## src/rtl/rf_pkg.sv

```systemverilog
// Shared constants and types for the register file.
package rf_pkg;

    localparam int unsigned DATA_W_DEF = 32;
    localparam int unsigned ADDR_W_DEF = 5;
    localparam int unsigned NREGS      = 2 ** ADDR_W_DEF;

    typedef logic [ADDR_W_DEF-1:0] rf_addr_t;
    typedef logic [DATA_W_DEF-1:0] rf_data_t;

endpackage

```

## src/rtl/rf_read_port.sv

```systemverilog
// One combinational read port: selects a register by address and forces x0 to zero.
// Macro REGISTER_FILE_BYPASS_EN adds write-through from the write port when addresses match.
module rf_read_port
    import rf_pkg::*;
#(
    parameter int unsigned DATA_W = DATA_W_DEF,
    parameter int unsigned ADDR_W = ADDR_W_DEF
) (
    input  logic [2**ADDR_W-1:0][DATA_W-1:0] regs,
    input  logic [ADDR_W-1:0]                addr,
`ifdef REGISTER_FILE_BYPASS_EN
    input  logic                             wr_en,
    input  logic [ADDR_W-1:0]                wr_addr,
    input  logic [DATA_W-1:0]                wr_data,
`endif
    output logic [DATA_W-1:0]                data
);

    // Select the addressed register, optionally forward pending write data, mask x0 last.
    always_comb begin
        data = regs[addr];
`ifdef REGISTER_FILE_BYPASS_EN
        if (wr_en && (wr_addr != '0) && (wr_addr == addr)) begin
            data = wr_data;
        end
`endif
        if (addr == '0) begin
            data = '0;
        end
    end

endmodule

```

## src/rtl/register_file.sv

```systemverilog
// Register file: 2**ADDR_W registers, two async read ports, one synchronous write port.
// x0 always reads zero. rst is asynchronous, active-low, and clears every register.
// Macro REGISTER_FILE_BYPASS_EN enables same-cycle write-through on both read ports.
module register_file
    import rf_pkg::*;
#(
    parameter int unsigned DATA_W = DATA_W_DEF,
    parameter int unsigned ADDR_W = ADDR_W_DEF
) (
    input  logic              clk,
    input  logic              rst,
    input  logic [ADDR_W-1:0] A1,
    input  logic [ADDR_W-1:0] A2,
    input  logic [ADDR_W-1:0] A3,
    input  logic [DATA_W-1:0] WD3,
    input  logic              WE3,
    output logic [DATA_W-1:0] RD1,
    output logic [DATA_W-1:0] RD2
);

    localparam int unsigned N = 2 ** ADDR_W;

    logic [N-1:0][DATA_W-1:0] regs;

    // Storage: cleared asynchronously by reset, written on the rising edge; x0 is never written.
    always_ff @(posedge clk or negedge rst) begin
        if (!rst) begin
            regs <= '0;
        end else if (WE3 && (A3 != '0)) begin
            regs[A3] <= WD3;
        end
    end

`ifdef REGISTER_FILE_BYPASS_EN
    // Forwarding is suppressed during reset so reads stay zero while rst is low.
    logic wr_live;
    assign wr_live = WE3 & rst;
`endif

    rf_read_port #(
        .DATA_W (DATA_W),
        .ADDR_W (ADDR_W)
    ) u_read_port1 (
        .regs    (regs),
        .addr    (A1),
`ifdef REGISTER_FILE_BYPASS_EN
        .wr_en   (wr_live),
        .wr_addr (A3),
        .wr_data (WD3),
`endif
        .data    (RD1)
    );

    rf_read_port #(
        .DATA_W (DATA_W),
        .ADDR_W (ADDR_W)
    ) u_read_port2 (
        .regs    (regs),
        .addr    (A2),
`ifdef REGISTER_FILE_BYPASS_EN
        .wr_en   (wr_live),
        .wr_addr (A3),
        .wr_data (WD3),
`endif
        .data    (RD2)
    );

endmodule

```

## config.mk

```make
export PLATFORM = sky130hd
export DESIGN_NAME = register_file
export DESIGN_NICKNAME = d
export VERILOG_FILES = /design/src/rtl/rf_pkg.sv /design/src/rtl/rf_read_port.sv /design/src/rtl/register_file.sv
export SDC_FILE = /design/constraint.sdc
export NUM_CORES = 2
export LEC_CHECK = 0
export CORE_AREA = 2 2 307 309
export CTS_BUF_LIST = sky130_fd_sc_hd__clkbuf_8
export CTS_CLUSTER_SIZE = 16
export DETAILED_ROUTE_END_ITERATION = 10
export DIE_AREA = 0 0 309 311
export DONT_BUFFER_PORTS = 1
export PLACE_DENSITY = 0.74
export RECOVER_POWER = 50
export REMOVE_ABC_BUFFERS = 1
export SYNTH_ARGS = -nofsm -noshare
export SYNTH_HDL_FRONTEND = slang
export SYNTH_SLANG_ARGS = --single-unit
```

## constraint.sdc

```tcl
create_clock -name clk -period 2.9 [get_ports clk]
set_input_delay 0.435 -clock clk [delete_from_list [all_inputs] [get_ports clk]]
set_output_delay 0.435 -clock clk [all_outputs]
set_load 0.05 [all_outputs]
```

==> metrics.md <==
| Metric | Value |
|---|---|
| Fillers | 6403 |
| Height of the die | 311 µm |
| Cell area after synthesis | 54300 µm² |
| Global routing usage summed across all routing layers | 34.8% |
| Max Root-Sink Buffers | 3 |
| Number of placed I/O pins | 114 |
| Placed Instance Area | 56000 µm² |
| Final period util | 117% |
| Net total in the final layout | 3602 |
| Slew at the pin closest to its max-slew limit | 4940 ps |
| Finish-stage setup viols | 298 |
| Area growth from synthesis to final layout | 12.8% |
| Top register by number of flip-flops | regs |
| Drt first pass iters | 7 |
| Max Slew Vio Count | 1033 |
| Via count of the first global-routing pass | 38300 |
| Worst IR Drop VDD | 0.481 mV |
| Violated checks | negative hold slack, max-slew violations, negative setup slack |
| Net Sw Frac | 28.4% |
| Internal power consumption | 29300 µW |
| Number of synthesized register bits | 1024 |
| Share of power burned in combinational logic | 21.7% |
| Via/cell ratio | 7.19 |
| Die outline area | 96100 µm² |
| Number of distinct standard cells referenced by the synthesized netlist | 35 |
| Total number of vias | 35500 |
| PwrDens | 668 nW/µm² |
| Effective utilization at floorplan | 58.6% |
| Total negative slack | -40350 ps |
| Horiz. Die Dim | 309 µm |
| Core area | 92800 µm² |
| Max-cap viol count | 0 |
| Type of the tightest min-delay check | in2async |
| Flip-flop count of the largest register, all copies and words added | 1024 |
| CP Data Arrival Time | 2960 ps |
| Largest net degree at the start of global routing | 1025 |
| Final RePlAce weighted congestion | 0.843 |
| Clock Pin Slew Worst Setup and Hold Paths | 70 ps |
| Maximum clock frequency | 0.294 GHz |
| Leading registers by flop count | regs: 1024 flops |
| Final worst path period need | 3400 ps |
| Antenna violations before repair | 4 |
| Post-route cell area | 61300 µm² |
| Hold-fix buffers, CTS | 32 |
| Inst Count DP | 4578 |
| Fraction of final layout cells sized beyond drive strength 1 | 58.4% |
| WL/cell | 33.4 µm |
| Clock tree from TritonCTS | yes |
| Layout Cells excl Fill | 4941 |
| Inserted Clock Buffers | 172 |
| Share of flip-flops with an asynchronous set or reset | 100% |
| Sequential fraction of design power | 46.8% |
| Crit path capture type | output port |
| Run status | finished with violations |
| Leak pwr | 0.0263 µW |
| RSZ-0062 raised after global routing | true |
| Floorplan row count | 112 |
| Number of warnings printed during yosys synthesis | 0 |
| Clk network pwr share | 31.5% |
| Data required time of the critical path | 2470 ps |
| Switching power | 11600 µW |
| Wire length of the first global-routing pass | 247000 µm |
| Post-synthesis cell count | 3578 |
| Number of flops mapped to enable cells by yosys | 0 |
| Count of antenna-violating nets left after detailed routing | 0 |
| Worst hold slack across all endpoints | -689 ps |
| Number of sinks on the clock net | 1024 |
| Max transition margin | -229% |
| Synth Area per Inst | 15.2 µm² |
| Worst-case setup margin in the final layout | -497 ps |
| Clock root buffer | clkbuf_8 |
| Hold violation count in the final report | 287 |
| Largest fanout on the critical path | 289 |
| Post-route DRC | 0 |
| Max H-tree Level | 4 |
| Final WL | 165000 µm |
| Count of input and output buffers | 0 |
| Register area share after synthesis | 47.2% |
| Iteration-0 DRC count of the detailed router | 4010 |
| Clock Latency Late Sink | 860 ps |
| Kind of start point of the critical path | input port |
| Leftover overflow at the end of global routing | 0 |
| Final worst clock skew | 0 ps |
| Detailed-placement wirelength estimate | 90600 µm |
| Most used flip-flop cell after synthesis | dfrtp_1 |
| Setup Crit Path Kind | in2out |
Yosys cell counts, drive strengths merged (37+ instances only):
master     n  area, µm²
a221oi    49        429
a22oi     64        480
buf      206       1200
clkbuf   217        815
dfrtp   1024      25600
mux2    1024      11500
mux2i    192       1920
mux4     448      10100
nand2     46        173
nor2b     37        231
o21ai     81        405
metrics by stage:
| step | util (%) | setup WS, ps | power, µW |
|---|---|---|---|
| 6_report | 66.1 | -497 | 41000 |
| 3_3_place_gp | 60.4 | 142 | 26500 |
| 5_1_grt | 66.1 | -414 | 42400 |
| 4_1_cts | 65.3 | -128 | 40600 |
| 2_1_floorplan | - | -665 | 24800 |
| 3_5_place_dp | 60.4 | 170 | 27200 |
layer usage:
| metal | track usage [%] | wire length, µm | share of wire (%) | vias up |
|---|---|---|---|---|
| met5 | 0 | 38 | 0.023 | - |
| met4 | 16.0 | 7240 | 4.4 | 6 |
| met3 | 9.11 | 15500 | 9.4 | 468 |
| li1 | - | - | - | 13900 |
| met2 | 53.4 | 78600 | 48 | 1922 |
| met1 | 47.0 | 63900 | 39 | 19200 |
cells by family (layout without fill, tap and decap cells):
family | count (synthesis) | in the layout | synth area share, %
flip-flops | 1024 | 1024 | 47.2
AND/OR/NAND/NOR | 128 | 128 | 1.18
buffers and inverters | 425 | 533 | 3.73
multiplexers | 1664 | 1664 | 43.3
other | 0 | 1 | 0
AO/OA/AOI/OAI | 337 | 337 | 4.58
cells in the final DEF (no fill, tap or decap), types with 15 or more instances in the layout:
cell type	count
mux2i_1	164
a22oi_1	40
clkinv_2	17
clkbuf_8	216
nor2b_1	25
mux2i_2	21
a22oi_2	24
o21ai_0	18
inv_1	63
nand2_2	15
buf_12	32
a311oi_2	29
a211oi_2	24
mux2_4	22
o21ai_2	27
o21ai_1	30
a221oi_1	37
dfrtp_1	1024
buf_4	110
nand2_1	31
buf_6	45
a221o_1	32
dlygate4sd3_1	32
mux2_2	1002
mux4_2	448
nor2_4	19
cell type report:
type | count | area (µm²) | share of cell area [%]
multi-input combinational | 2129 | 28300 | 46.1
sequential | 1024 | 25600 | 41.8
clock buffer | 216 | 2970 | 4.85
timing repair buffer | 223 | 2370 | 3.87
tap | 1254 | 1570 | 2.56
clock inverter | 92 | 452 | 0.737
inverter | 2 | 11.3 | 0.0184
antenna | 1 | 2.50 | 0.00408
power by group through the flow:
| stage | registers, µW | logic [µW] | clock network, µW |
|---|---|---|---|
| global placement | 18900 | 7620 | 0 |
| floorplan | 18500 | 6330 | 0 |
| finish | 19200 | 8890 | 12900 |
| CTS | 19000 | 8530 | 13000 |
| detailed placement | 19300 | 7890 | 0 |
| global route | 19400 | 9300 | 13700 |
worst paths after layout:
path / cells past startpoint / slack, ps / from / end
worst min-delay path: 0 / -690 / rst / regs[89]$_DFFE_PN0P_
min in group clk: 3 / 170 / A3[0] / regs[721]$_DFFE_PN0P_
max in group asynchronous: 0 / -230 / rst / regs[140]$_DFFE_PN0P_
worst max-delay path: 6 / -500 / A2[0] / RD2[14]
worst min register to register: 0 / 400 / regs[29]$_DFFE_PN0P_ / regs[29]$_DFFE_PN0P_
worst max register to register: 3 / 1870 / regs[454]$_DFFE_PN0P_ / regs[454]$_DFFE_PN0P_
worst max-delay path, cell delays in order:
cell	delay, ps
mux4_2	1030
mux2i_1	210
a221o_1	170
a31oi_1	50
buf_4	170
buf_6	150
timing repair:
item,CTS,global route
pin swaps,35,66
setup endpoints to repair,56,63
hold endpoints to repair,2016,1024
gates resized for setup,190,117
setup buffers,11,14
gates cloned,0,0
No activity file was read; power rests on OpenSTA's default activity.
